[src/rtl/icu_fill_ctl_if.sv]
// icu_fill_ctl_if: ICU <-> BIU line-read bus.
// master = fill engine, slave = bus interface unit.
interface icu_fill_ctl_if #(
    parameter int ADDR_W = 32
);
    logic              icu_req;
    logic [ADDR_W-1:0] icu_biu_addr;
    logic [3:0]        icu_type;
    logic [1:0]        icu_size;
    logic [1:0]        biu_icu_ack;
    logic [31:0]       biu_data;

    modport master (
        output icu_req,
        output icu_biu_addr,
        output icu_type,
        output icu_size,
        input  biu_icu_ack,
        input  biu_data
    );

    modport slave (
        input  icu_req,
        input  icu_biu_addr,
        input  icu_type,
        input  icu_size,
        output biu_icu_ack,
        output biu_data
    );
endinterface

[src/rtl/icu_fill_ctl.sv]
// icu_fill_ctl: icache miss/fill engine, critical-word-first wrap fill.
// Optional macro ICU_FILL_PERF_EN adds fill_cnt/fill_cyc perf counters.
module icu_fill_ctl #(
    parameter int ADDR_W    = 32,
    parameter int LINE_LOG2 = 2,
    parameter int IDX_W     = 8
) (
    input  logic             clk,
    input  logic             reset_l,
    input  logic             miss_req,
    input  logic [ADDR_W-1:0] miss_addr,
    input  logic             iu_psr_ice,
    input  logic             iu_flush_e,
    icu_fill_ctl_if.master   biu,
    output logic             icu_ram_we,
    output logic [IDX_W-1:0] icu_ram_addr,
    output logic [31:0]      icu_din,
    output logic             icu_itag_we,
    output logic             icu_tag_vld,
    output logic             bypass_vld,
    output logic [31:0]      bypass_data,
    output logic             fill_busy,
    output logic             fill_err
`ifdef ICU_FILL_PERF_EN
   ,output logic [15:0]      fill_cnt,
    output logic [15:0]      fill_cyc
`endif
);

    typedef enum logic [2:0] {
        IDLE,
        REQ,
        FILL,
        DRAIN,
        TAGWR
    } state_t;

    state_t                 state_q, state_d;
    logic [ADDR_W-3:0]      wa_q, wa_d;
    logic                   ice_q, ice_d;
    logic [LINE_LOG2-1:0]   cnt_q, cnt_d;
    logic                   req_q, req_d;
    logic                   tagok_q, tagok_d;

    logic                   ram_we_q;
    logic [IDX_W-1:0]       ram_addr_q;
    logic [31:0]            din_q;
    logic                   byp_q;
    logic                   err_q;
    logic                   tagwe_q;
    logic                   tagvld_q;

    logic                   ack_dat;
    logic                   ack_err;
    logic                   active;
    logic                   last;
    logic                   take;
    logic [LINE_LOG2-1:0]   off;
    logic                   unused_addr;

    assign unused_addr = ^miss_addr[1:0];

    assign ack_dat = (biu.biu_icu_ack == 2'b01);
    assign ack_err = (biu.biu_icu_ack == 2'b10);
    assign active  = (state_q == REQ) || (state_q == FILL)
                  || (state_q == DRAIN);
    assign last    = !ice_q || (cnt_q == '1);
    assign take    = active && ack_dat;
    assign off     = wa_q[LINE_LOG2-1:0] + cnt_q;

    assign biu.icu_req      = req_q;
    assign biu.icu_biu_addr = req_q ? {wa_q, 2'b00} : '0;
    assign biu.icu_type     = req_q ? {3'b000, ice_q} : 4'b0000;
    assign biu.icu_size     = req_q ? 2'b10 : 2'b00;

    assign icu_ram_we   = ram_we_q;
    assign icu_ram_addr = ram_addr_q;
    assign icu_din      = din_q;
    assign bypass_vld   = byp_q;
    assign bypass_data  = din_q;
    assign icu_itag_we  = tagwe_q;
    assign icu_tag_vld  = tagvld_q;
    assign fill_err     = err_q;
    assign fill_busy    = (state_q != IDLE);

    // Next state: accept a miss, count acks, pick tag/no-tag exit.
    always_comb begin
        state_d = state_q;
        wa_d    = wa_q;
        ice_d   = ice_q;
        cnt_d   = cnt_q;
        req_d   = req_q;
        tagok_d = tagok_q;
        if (active && (ack_dat || ack_err)) begin
            req_d = 1'b0;
        end
        if (take) begin
            cnt_d = cnt_q + LINE_LOG2'(1);
        end
        unique case (state_q)
            IDLE: begin
                if (miss_req) begin
                    state_d = REQ;
                    wa_d    = miss_addr[ADDR_W-1:2];
                    ice_d   = iu_psr_ice;
                    cnt_d   = '0;
                    req_d   = 1'b1;
                end
            end
            REQ, FILL, DRAIN: begin
                if (ack_err) begin
                    state_d = ice_q ? TAGWR : IDLE;
                    tagok_d = 1'b0;
                end else if (ack_dat && last) begin
                    if (ice_q && (state_q != DRAIN)) begin
                        state_d = TAGWR;
                        tagok_d = 1'b1;
                    end else begin
                        state_d = IDLE;
                    end
                end else if (ack_dat || iu_flush_e) begin
                    if (iu_flush_e || (state_q == DRAIN)) begin
                        state_d = DRAIN;
                    end else begin
                        state_d = FILL;
                    end
                end
            end
            TAGWR: begin
                state_d = IDLE;
            end
            default: begin
                state_d = IDLE;
            end
        endcase
    end

    // Control state and the registered RAM/bypass/tag strobes.
    always_ff @(posedge clk) begin
        if (!reset_l) begin
            state_q    <= IDLE;
            wa_q       <= '0;
            ice_q      <= 1'b0;
            cnt_q      <= '0;
            req_q      <= 1'b0;
            tagok_q    <= 1'b0;
            ram_we_q   <= 1'b0;
            ram_addr_q <= '0;
            din_q      <= '0;
            byp_q      <= 1'b0;
            err_q      <= 1'b0;
            tagwe_q    <= 1'b0;
            tagvld_q   <= 1'b0;
        end else begin
            state_q  <= state_d;
            wa_q     <= wa_d;
            ice_q    <= ice_d;
            cnt_q    <= cnt_d;
            req_q    <= req_d;
            tagok_q  <= tagok_d;
            ram_we_q <= take && ice_q;
            if (take) begin
                ram_addr_q <= {wa_q[IDX_W-1:LINE_LOG2], off};
                din_q      <= biu.biu_data;
            end
            byp_q    <= take && (state_q != DRAIN) && !iu_flush_e;
            err_q    <= active && ack_err;
            tagwe_q  <= (state_q == TAGWR);
            tagvld_q <= (state_q == TAGWR) && tagok_q;
        end
    end

`ifdef ICU_FILL_PERF_EN
    logic [15:0] fcnt_q;
    logic [15:0] fcyc_q;

    assign fill_cnt = fcnt_q;
    assign fill_cyc = fcyc_q;

    // Saturating counts of accepted misses and busy cycles.
    always_ff @(posedge clk) begin
        if (!reset_l) begin
            fcnt_q <= '0;
            fcyc_q <= '0;
        end else begin
            if ((state_q == IDLE) && miss_req && (fcnt_q != 16'hFFFF)) begin
                fcnt_q <= fcnt_q + 16'd1;
            end
            if (fill_busy && (fcyc_q != 16'hFFFF)) begin
                fcyc_q <= fcyc_q + 16'd1;
            end
        end
    end
`else
    // No performance counters in this configuration.
`endif

`ifndef SYNTHESIS
    ack_idle_a: assert property (
        @(posedge clk) disable iff (!reset_l)
        (state_q == IDLE) |-> !(ack_dat || ack_err)
    );
`endif

endmodule

[src/flat_wrapper.sv]
// flat-port wrapper written by rule: the top's interface ports become plain ports
module icu_fill_ctl_flat 
#(
    parameter int ADDR_W    = 32,
    parameter int LINE_LOG2 = 2,
    parameter int IDX_W     = 8
)
  (clk, reset_l, miss_req, miss_addr, iu_psr_ice, iu_flush_e, icu_ram_we, icu_ram_addr, icu_din, icu_itag_we, icu_tag_vld, bypass_vld, bypass_data, fill_busy, fill_err, biu_icu_req, biu_icu_biu_addr, biu_icu_type, biu_icu_size, biu_biu_icu_ack, biu_biu_data);
  icu_fill_ctl_if #(.ADDR_W(ADDR_W)) biu_i ();
  input  logic clk;
  input  logic reset_l;
  input  logic miss_req;
  input  logic [ADDR_W-1:0] miss_addr;
  input  logic iu_psr_ice;
  input  logic iu_flush_e;
  output logic icu_ram_we;
  output logic [IDX_W-1:0] icu_ram_addr;
  output logic [31:0] icu_din;
  output logic icu_itag_we;
  output logic icu_tag_vld;
  output logic bypass_vld;
  output logic [31:0] bypass_data;
  output logic fill_busy;
  output logic fill_err;
  output wire logic [$bits(biu_i.icu_req)-1:0] biu_icu_req;
  output wire logic [$bits(biu_i.icu_biu_addr)-1:0] biu_icu_biu_addr;
  output wire logic [$bits(biu_i.icu_type)-1:0] biu_icu_type;
  output wire logic [$bits(biu_i.icu_size)-1:0] biu_icu_size;
  input wire logic [$bits(biu_i.biu_icu_ack)-1:0] biu_biu_icu_ack;
  input wire logic [$bits(biu_i.biu_data)-1:0] biu_biu_data;
  assign biu_icu_req = biu_i.icu_req;
  assign biu_icu_biu_addr = biu_i.icu_biu_addr;
  assign biu_icu_type = biu_i.icu_type;
  assign biu_icu_size = biu_i.icu_size;
  assign biu_i.biu_icu_ack = biu_biu_icu_ack;
  assign biu_i.biu_data = biu_biu_data;
  icu_fill_ctl #(.ADDR_W(ADDR_W), .LINE_LOG2(LINE_LOG2), .IDX_W(IDX_W)) u_core (.clk(clk), .reset_l(reset_l), .miss_req(miss_req), .miss_addr(miss_addr), .iu_psr_ice(iu_psr_ice), .iu_flush_e(iu_flush_e), .biu(biu_i), .icu_ram_we(icu_ram_we), .icu_ram_addr(icu_ram_addr), .icu_din(icu_din), .icu_itag_we(icu_itag_we), .icu_tag_vld(icu_tag_vld), .bypass_vld(bypass_vld), .bypass_data(bypass_data), .fill_busy(fill_busy), .fill_err(fill_err));
endmodule
[config.mk]
export PLATFORM = sky130hd
export DESIGN_NAME = icu_fill_ctl_flat
export DESIGN_NICKNAME = d
export VERILOG_FILES = /design/src/rtl/icu_fill_ctl_if.sv /design/src/rtl/icu_fill_ctl.sv /design/src/flat_wrapper.sv
export SDC_FILE = /design/constraint.sdc
export NUM_CORES = 1
export LEC_CHECK = 0
export BUFFER_PORTS_ARGS = -buffer_cell sky130_fd_sc_hd__clkbuf_2
export CAP_MARGIN = 25
export CORE_UTILIZATION = 45
export CTS_CLUSTER_DIAMETER = 40
export CTS_CLUSTER_SIZE = 28
export DETAILED_ROUTE_END_ITERATION = 8
export PLACE_DENSITY = 0.88
export SLEW_MARGIN = 10
export SYNTH_ARGS = -nofsm -noshare
export SYNTH_HDL_FRONTEND = slang
export SYNTH_SLANG_ARGS = --single-unit
[constraint.sdc]
create_clock -name clk -period 2.4 [get_ports clk]
set_input_delay 0.24 -clock clk [delete_from_list [all_inputs] [get_ports clk]]
set_output_delay 0.24 -clock clk [all_outputs]
set_load 0.02 [all_outputs]
### Word level (Yosys, flattened, before mapping)

Index checks and enable logic that the tools add are counted.

| operators by class | value |
|---|---|
| add/subtract/negate cells | 2 |
| equality and inequality tests | 10 |
| multiplexer cells | 20 |
| reduce and logical (&&, ||, !) cells | 25 |

Operators with widths:

| operator | count |
|---|---|
| $mux 32 | 1 |
| $mux 3 | 6 |
| $logic_and 1x1->1 | 9 |
| $mux 1 | 8 |
| $mux 2 | 4 |
| $eq 3x2->1 const B | 2 |
| $logic_or 1x1->1 | 6 |
| $pmux 3 s2 | 1 |
| $eq 2x2->1 const B | 2 |
| $ne 4x1->1 const B | 1 |
| $reduce_and 2->1 | 2 |
| $reduce_bool 2->1 | 2 |
| $eq 3x1->1 const B | 1 |
| $eq 3x3->1 const B | 1 |
| $logic_not 3->1 | 1 |
| $ne 3x2->1 const B | 1 |
| $reduce_and 3->1 | 1 |
| $reduce_bool 3->1 | 1 |
| $reduce_or 3->1 | 1 |
| $add 2x1->2 const B | 1 |
| $add 2x2->2 | 1 |
| $eq 2x1->1 const B | 1 |
| $logic_not 1->1 | 2 |
| $ne 2x2->1 const B | 1 |

| word-level totals | value |
|---|---|
| flip-flop bits (word level) | 83 |
| input bits | 71 |
| output and inout port bits | 117 |

### Logic depth before layout (Yosys ltp)

Gate-level depths: netlist (run 1).

| logic depth | value |
|---|---|
| depth in word-level cells | 7 |
| depth in mapped cells | 7 |

### Worst setup path after synthesis (run 1)

No wires, ideal clock.

| timing | value |
|---|---|
| kind | reg-to-reg |
| start point | register u_core.state_q[2] |
| end point | register u_core.cnt_q[0] |
| arrival | 1.306 ns |
| data required time | 2.278 ns |
| path slack | 0.973 ns |
| cell stages (with the launch flop) | 7 |
| clock period less this slack | 1.427 ns |
| cell sequence | dfxtp_1 > buf_6 > or4b_4 > buf_6 > buf_6 > nand2_1 > a21oi_1 |

| on the way | value |
|---|---|
| word-level cells in the longest chain between the ends | 7 |
| elaborated cells on any way between the ends | 10 |
| those cells by class | eq/ne (3); mux (3); reduce/logical (4) |

RTL lines:

| item | line | source |
|---|---|---|
| start: declaration | icu_fill_ctl.sv:38 | `state_t state_q, state_d;` |
| start signal: assignment | icu_fill_ctl.sv:155 | `state_q <= state_d;` |
| $eq 3x1->1 / $eq 3x2->1 (equally long branches) | icu_fill_ctl.sv:65 | `assign active = (state_q == REQ) \|\| (state_q == FILL)` |
| $logic_or 1x1->1 | icu_fill_ctl.sv:65 |  |
| $logic_or 1x1->1 | icu_fill_ctl.sv:66 | `\|\| (state_q == DRAIN);` |
| $logic_and 1x1->1 | icu_fill_ctl.sv:68 | `assign take = active && ack_dat;` |
| $mux 2 | icu_fill_ctl.sv:97 | `if (take) begin` |
| $mux 2 | icu_fill_ctl.sv:102 | `if (miss_req) begin` |
| $mux 2 (*) | icu_fill_ctl.sv:100 | `unique case (state_q)` |
| end signal: assignment | icu_fill_ctl.sv:158 | `cnt_q <= cnt_d;` |
| end: declaration | icu_fill_ctl.sv:41 | `logic [LINE_LOG2-1:0] cnt_q, cnt_d;` |

Mark *: on every way between the ends. The rest lies on a longest branch, timed or not.
A chain may end at the register's enable or synchronous reset.

### Worst setup path in the final report (run 1)

| timing | value |
|---|---|
| start point | register u_core.state_q[0] |
| end point | register u_core.din_q[13] (netlist: u_core.bypass_data[13]) |

| on the way | value |
|---|---|
| word-level cells in the longest chain between the ends | 4 |
| elaborated cells on any way between the ends | 6 |
| those cells by class | eq/ne (3); reduce/logical (3) |

RTL lines:

| item | line | source |
|---|---|---|
| $eq 3x1->1 / $eq 3x2->1 (equally long branches) | icu_fill_ctl.sv:65 |  |
| $logic_or 1x1->1 | icu_fill_ctl.sv:65 |  |
| $logic_or 1x1->1 (*) | icu_fill_ctl.sv:66 |  |
| $logic_and 1x1->1 (*) | icu_fill_ctl.sv:68 |  |
| end signal: assignment | icu_fill_ctl.sv:164 | `din_q <= biu.biu_data;` |
| end: declaration | icu_fill_ctl.sv:47 | `logic [31:0] din_q;` |

Marks and branches as above.

==> impl_metrics.yaml, run 1 <==
clocking:
  clk_latency_ps: 340
  clk_pin_slew_worst_paths_ps: 90
  hold_buffers: 0
  numCtsBuffers: 9
  htreeDepth: 3
  cts_tree: "done"
  clockBufferDepth: 2
  clock_sinks: 83
  cts-root-buf: "clkbuf_8"
  ctsResizeCount: 0
  post-cts-setup-buffer-count: 0
cells_and_area:
  fin_nets: 655
  layout-drive-gt1-share_pct: 35.56
  fillers: 755
  fin_util_pct: 57.02
  final_cells: 690
  fin_area_um2: 4708
  n_antenna_cell: 0
  area_growth_pct: 21.78
placement:
  dp.cells: 674
  placed_area_um2: 4501
  io_buffer_count: 179
  gp_routability_congestion: 0.7819
  dp_hpwl_um: 6537
flow_run:
  cap_violations: 0
sta:
  hold_viol: 0
  finClkSkew_ps: 11.20
  finalCritPeriodShare_pct: 76.41
  slew_viol_final: 0
  worstMarginPinSlew_ps: 832.1
  period_minus_slack_ps: 1834
  relSlewSlack_pct: 44.53
  setup_tns_ps: 0
  rsz0062_at_grt: "false"
  final-setup-viol-count: 0
  max_freq_ghz: 0.5453
worst_setup_path:
  cp_max_fo: 42
  crit_required_ps: 2650
  crit_family: "simple AND/OR/NAND/NOR gates"
  slowest_delay_ps: 730
  reg2reg_from: "u_core.state_q[0]"
  critPathCaptureType: "flop"
  cp_num_buf_inv: 0
  crit_chain: "or2_2, nand3_1, a21boi_0"
  critPathKind: "flop to flop"
  crit_arrival_ps: 2090
  slowest_stage: "or2_2"
  startpoint: "u_core.state_q[0]"
  crit_path_start_kind: "flop"
global_route:
  antenna_found_initial: 0
  grt_max_degree: 49
  first_global_vias: 3275
  gr-usage-all-layers_pct: 20.01
  grt_pass1_wl_um: 14310
  grt_overflow_total: 0
route:
  finalWirelength_um: 9198
  firstDrtPassIters: 4
  drc: 0
  ant_nets: 0
  vias: 3535
  drt-initial-drc-count: 113
  vias_per_cell: 5.123
  drt-wirelength-per-cell_um: 13.33
synth:
  avgSynthCellArea_um2: 8.479
  yosys_warnings: 0
  synth_area_leader_cell: "dfxtp_1"
  synthDistinctLibCells: 34
  syn_inst: 456
  yosys_register_bits: 83
  yosys.area.top_type_share_pct: 42.98
  ys_top_cells_by_area: "dfxtp_1 43%, buf_4 7.6%, a21boi_0 7.4%"
  synth_area_um2: 3866
  synth-seq-area-share_pct: 42.98
power:
  pwr-share-seq_pct: 49.2
  switching_share_pct: 29.78
  power-per-cell-area_nw_per_um2: 637.9
  p_int_uw: 2109
  peakVddDrop_v: 0.0004103
  p_comb_share_pct: 16.1
  clockPowerShare_pct: 34.7
  power_switching_uw: 894.4
  power.leakage_uw: 0.002156
die:
  design.core.area_um2: 8258
  die_w_um: 94.69
  ios: 188
  core.rowCount: 33
  dieArea_um2: 8966
  initial_utilization_pct: 46.82
  die_h_um: 94.69
run_status:
  run_status: "complete, no violations"
min_path:
  hp-class: "input port to flop"
  worstHoldStart: "miss_addr[26]"
==> metal layers <==
metal	vias to the layer above	global-route usage, %	part of all wire, %
li1	1736	-	-
met1	1656	21.95	41
met2	134	36.39	50
met3	9	5.797	7.9
met4	0	7.071	1.1
met5	-	0	0
==> synthesized netlist by cell type (all sizes together) <==
| cell type | number |
|---|---|
| nor2b | 2 |
| and2 | 32 |
| conb | 1 |
| nor2 | 4 |
| o221a | 1 |
| or2 | 1 |
| ha | 4 |
| dfxtp | 83 |
| nand2 | 67 |
| a41o | 1 |
| or3 | 2 |
| a21oi | 4 |
| xnor2 | 3 |
| a211o | 1 |
| o21ai | 44 |
| buf | 55 |
| nor3 | 2 |
| nor4b | 2 |
| inv | 2 |
| a21boi | 71 |
| nand2b | 4 |
| a211oi | 1 |
| clkbuf | 23 |
| nand3 | 40 |
| nor4bb | 1 |
| or4b | 1 |
| a2111oi | 1 |
| and3 | 1 |
| o21a | 2 |
==> stage by stage <==
step | hold slack [ps] | total power (uW) | setup WS (ps)
4_1_cts | 85.89 | 3040 | 582.7
5_1_grt | 80.17 | 3147 | 418.4
6_report | 101.6 | 3003 | 566.1
2_1_floorplan | 316.7 | 1862 | 972.9
3_3_place_gp | 436.3 | 1976 | 620.3
3_5_place_dp | 442.4 | 1995 | 501.7
==> power by group through the flow <==
stage | sequential (uW) | clock (uW) | combinational [uW]
6_report | 1480 | 1040 | 484
3_5_place_dp | 1510 | 0 | 486
5_1_grt | 1490 | 1130 | 532
4_1_cts | 1480 | 1080 | 487
2_1_floorplan | 1520 | 0 | 340
3_3_place_gp | 1500 | 0 | 472
==> registers in the layout, summed over array words and instances (netlist names) <==
name,cells
u_core.bypass_data,32
u_core.fill_err,1
u_core.cnt_q,2
u_core.tagok_q,1
u_core.state_q,3
u_core.bypass_vld,1
u_core.wa_q,30
u_core.ice_q,1
u_core.icu_tag_vld,1
u_core.icu_itag_we,1
u_core.icu_ram_addr,8
u_core.biu.icu_req,1
u_core.icu_ram_we,1
==> worst paths after layout <==
kind,endpoint,slack (ps),depth (start not counted)
max,u_core.bypass_data[13],570,3
min,u_core.wa_q[24],100,3
max reg2reg,u_core.bypass_data[13],570,3
min reg2reg,u_core.wa_q[20],450,2
==> cell families (layout without fill, tap and decap cells) <==
family                     count (synthesis)  in the layout  synth area share, %
and+or+nand+nor                          159            159                20.36
buffers and inverters                     80            204                13.01
xor gates and xnor gates                   3              3               0.6797
AOI/OAI and AO/OA                        126            126                21.59
DFF                                       83             83                42.98
adders and majority gates                  4              4                1.295
other                                      1              6              0.09699
==> tightest hold or removal path: stages <==
cell and delay, ps:
clkbuf_2 80, nand2_1 40, a21boi_1 50
==> placed cells by master (no fill, tap or decap), drive strengths merged, types with 2 or more instances in the layout <==
cell | netlist | routed
clkbuf | 23 | 188
dfxtp | 83 | 83
a21boi | 71 | 71
nand2 | 67 | 67
o21ai | 44 | 44
nand3 | 40 | 40
and2 | 32 | 32
buf | 55 | 7
conb | 1 | 6
inv | 2 | 5
nand2b | 4 | 4
a21oi | 4 | 4
ha | 4 | 4
nor2 | 4 | 4
xnor2 | 3 | 3
or3 | 2 | 2
nor3 | 2 | 2
o21a | 2 | 2
clkinv | 0 | 2
nor2b | 2 | 2
nor4b | 2 | 2
==> final cells by class <==
class / instances / area (um2) / share of cell area (%)
clock inverter: 7 / 83.83 / 1.780
sequential: 83 / 1662 / 35.29
timing repair buffer: 186 / 960.9 / 20.41
tap: 105 / 131.4 / 2.790
inverter: 2 / 7.507 / 0.1594
multi-input combinational: 298 / 1739 / 36.94
clock buffer: 9 / 123.9 / 2.631
No activity file was read; power rests on OpenSTA's default activity.
==> inputs of run 2 (changes only) <==
Clock period 2.4 ns to 1.7 ns, I/O delays scaled along.
==> run 2 against run 1 <==
Net effect: via count fell by 0.99%; utilization rose by 1.1 points; power rose by 46%; combinational power rose by 47%; cell count rose by 0.72%; worst setup slack got worse by 470 ps; critical path type is now flop to output port; largest power group unchanged; register-to-register slack got worse by 430 ps; final area rose by 1.9%; wire length fell by 0.80%.
==> impl_metrics.yaml, run 2 (synthesized netlist as in run 1, its figures left out) <==
run_status:
  run_status: "complete, no violations"
route:
  finalWirelength_um: 9124
  vias: 3500
  drt-wirelength-per-cell_um: 13.13
  drt-initial-drc-count: 120
  vias_per_cell: 5.036
  drc: 0
  ant_nets: 0
  firstDrtPassIters: 4
worst_setup_path:
  cp_max_fo: 6
  critPathCaptureType: "output port"
  slowest_stage: "dfxtp_1"
  crit_required_ps: 1530
  startpoint: "u_core.state_q[2]"
  critPathKind: "flop to output port"
  crit_path_start_kind: "flop"
  reg2reg_from: "u_core.state_q[0]"
  crit_chain: "buf_4, or3_1, clkbuf_2"
  slowest_delay_ps: 380
  crit_arrival_ps: 1430
sta:
  holdWs_ps: 31.82
  final-setup-viol-count: 0
  setup_slack_ps: 96.11
  finClkSkew_ps: 10.03
  setup_tns_ps: 0
  rsz0062_at_grt: "false"
  finalCritPeriodShare_pct: 94.35
  period_minus_slack_ps: 1604
  max_freq_ghz: 0.6235
  hold_viol: 0
  slew_viol_final: 0
power:
  power.leakage_uw: 0.002202
  peakVddDrop_v: 0.0005800
  power-per-cell-area_nw_per_um2: 914.2
die:
  die_h_um: 94.69
  core.rowCount: 33
  ios: 188
  design.core.area_um2: 8258
  die_w_um: 94.69
  dieArea_um2: 8966
  initial_utilization_pct: 46.82
global_route:
  grt_overflow_total: 0
  grt_max_degree: 36
  antenna_found_initial: 0
  gr-usage-all-layers_pct: 20.34
  grt_pass1_wl_um: 14390
  first_global_vias: 3192
clocking:
  numCtsBuffers: 9
  clk_latency_ps: 350
  post-cts-setup-buffer-count: 0
  clock_sinks: 83
  ctsResizeCount: 0
  cts-root-buf: "clkbuf_8"
  clk_pin_slew_worst_paths_ps: 90
  htreeDepth: 3
  hold_buffers: 0
  cts_tree: "done"
  clockBufferDepth: 2
placement:
  dp_slack_ps: 158.9
  io_buffer_count: 179
  dp_hpwl_um: 6766
  gp_routability_congestion: 0.8573
cells_and_area:
  n_antenna_cell: 0
  fillers: 732
  area_growth_pct: 24.11
  fin_nets: 660
  regArea_um2: 1662
  layout-drive-gt1-share_pct: 36.10
  fin_util_pct: 58.11
  largest_reg_flops: 32
  layout_commonest_cell: "clkbuf_2"
  layout_common_cells: "179 x clkbuf_2, 83 x dfxtp_1, 67 x nand2_1"
  multi_input_area_um2: 1739
flow_run:
  cap_violations: 0
min_path:
  worstHoldStart: "miss_addr[27]"
  hp-class: "input port to flop"
==> run 2: changes by cell type in the layout (fill, tap and decap cells not counted), sizes merged <==
cell,previous run,this run
buf,7,12
bufinv,1,2
clkinv,2,1
==> run 2: report_power, final <==
part | total (uW) | switching, uW | leakage, uW | internal (uW)
registers | 2090 | 59.2 | 0.000675 | 2030
logic | 711 | 440 | 0.00142 | 271
clock network | 1590 | 747 | 0.000111 | 841
total | 4390 | 1250 | 0.00220 | 3140
==> run 2: per-layer routing <==
| metal | vias to the layer above | global-route usage [%] | share of wire [%] |
|---|---|---|---|
| li1 | 1740 | - | - |
| met1 | 1613 | 22.86 | 41 |
| met4 | 0 | 7.071 | 1.1 |
| met2 | 137 | 36.81 | 51 |
| met5 | - | 0 | 0 |
| met3 | 10 | 5.314 | 7.3 |
==> run 2: worst max-delay path, delay by kind of cell (launching register included) <==
family / cells / cell delay, ps
and+or+nand+nor: 1 / 360
buffers and inverters: 2 / 350
DFF: 1 / 380
==> run 2: layout make-up <==
type                    instances  area share, %
clock inverters                 7          2.060
multi-input cells             298          36.25
clock buffers                   9          2.581
inverters                       2         0.1565
well taps                     105          2.738
flip-flops and latches         83          34.63
repair buffers                191          21.59
==> run 2: worst paths after layout <==
| kind | end | slack [ps] | cells after the start |
|---|---|---|---|
| min reg2reg | u_core.wa_q[10] | 450 | 2 |
| max | fill_busy | 100 | 3 |
| max reg2reg | u_core.bypass_data[4] | 140 | 4 |
| min | u_core.wa_q[25] | 30 | 3 |
==> run 2: metrics by stage <==
step	cell area [um2]	instances	power, uW
after floorplan	3885	461	2629
after global placement	4576	679	2824
after detailed placement	4576	679	2847
after CTS	4798	695	4431
after global routing	4798	695	4588
final	4798	695	4387
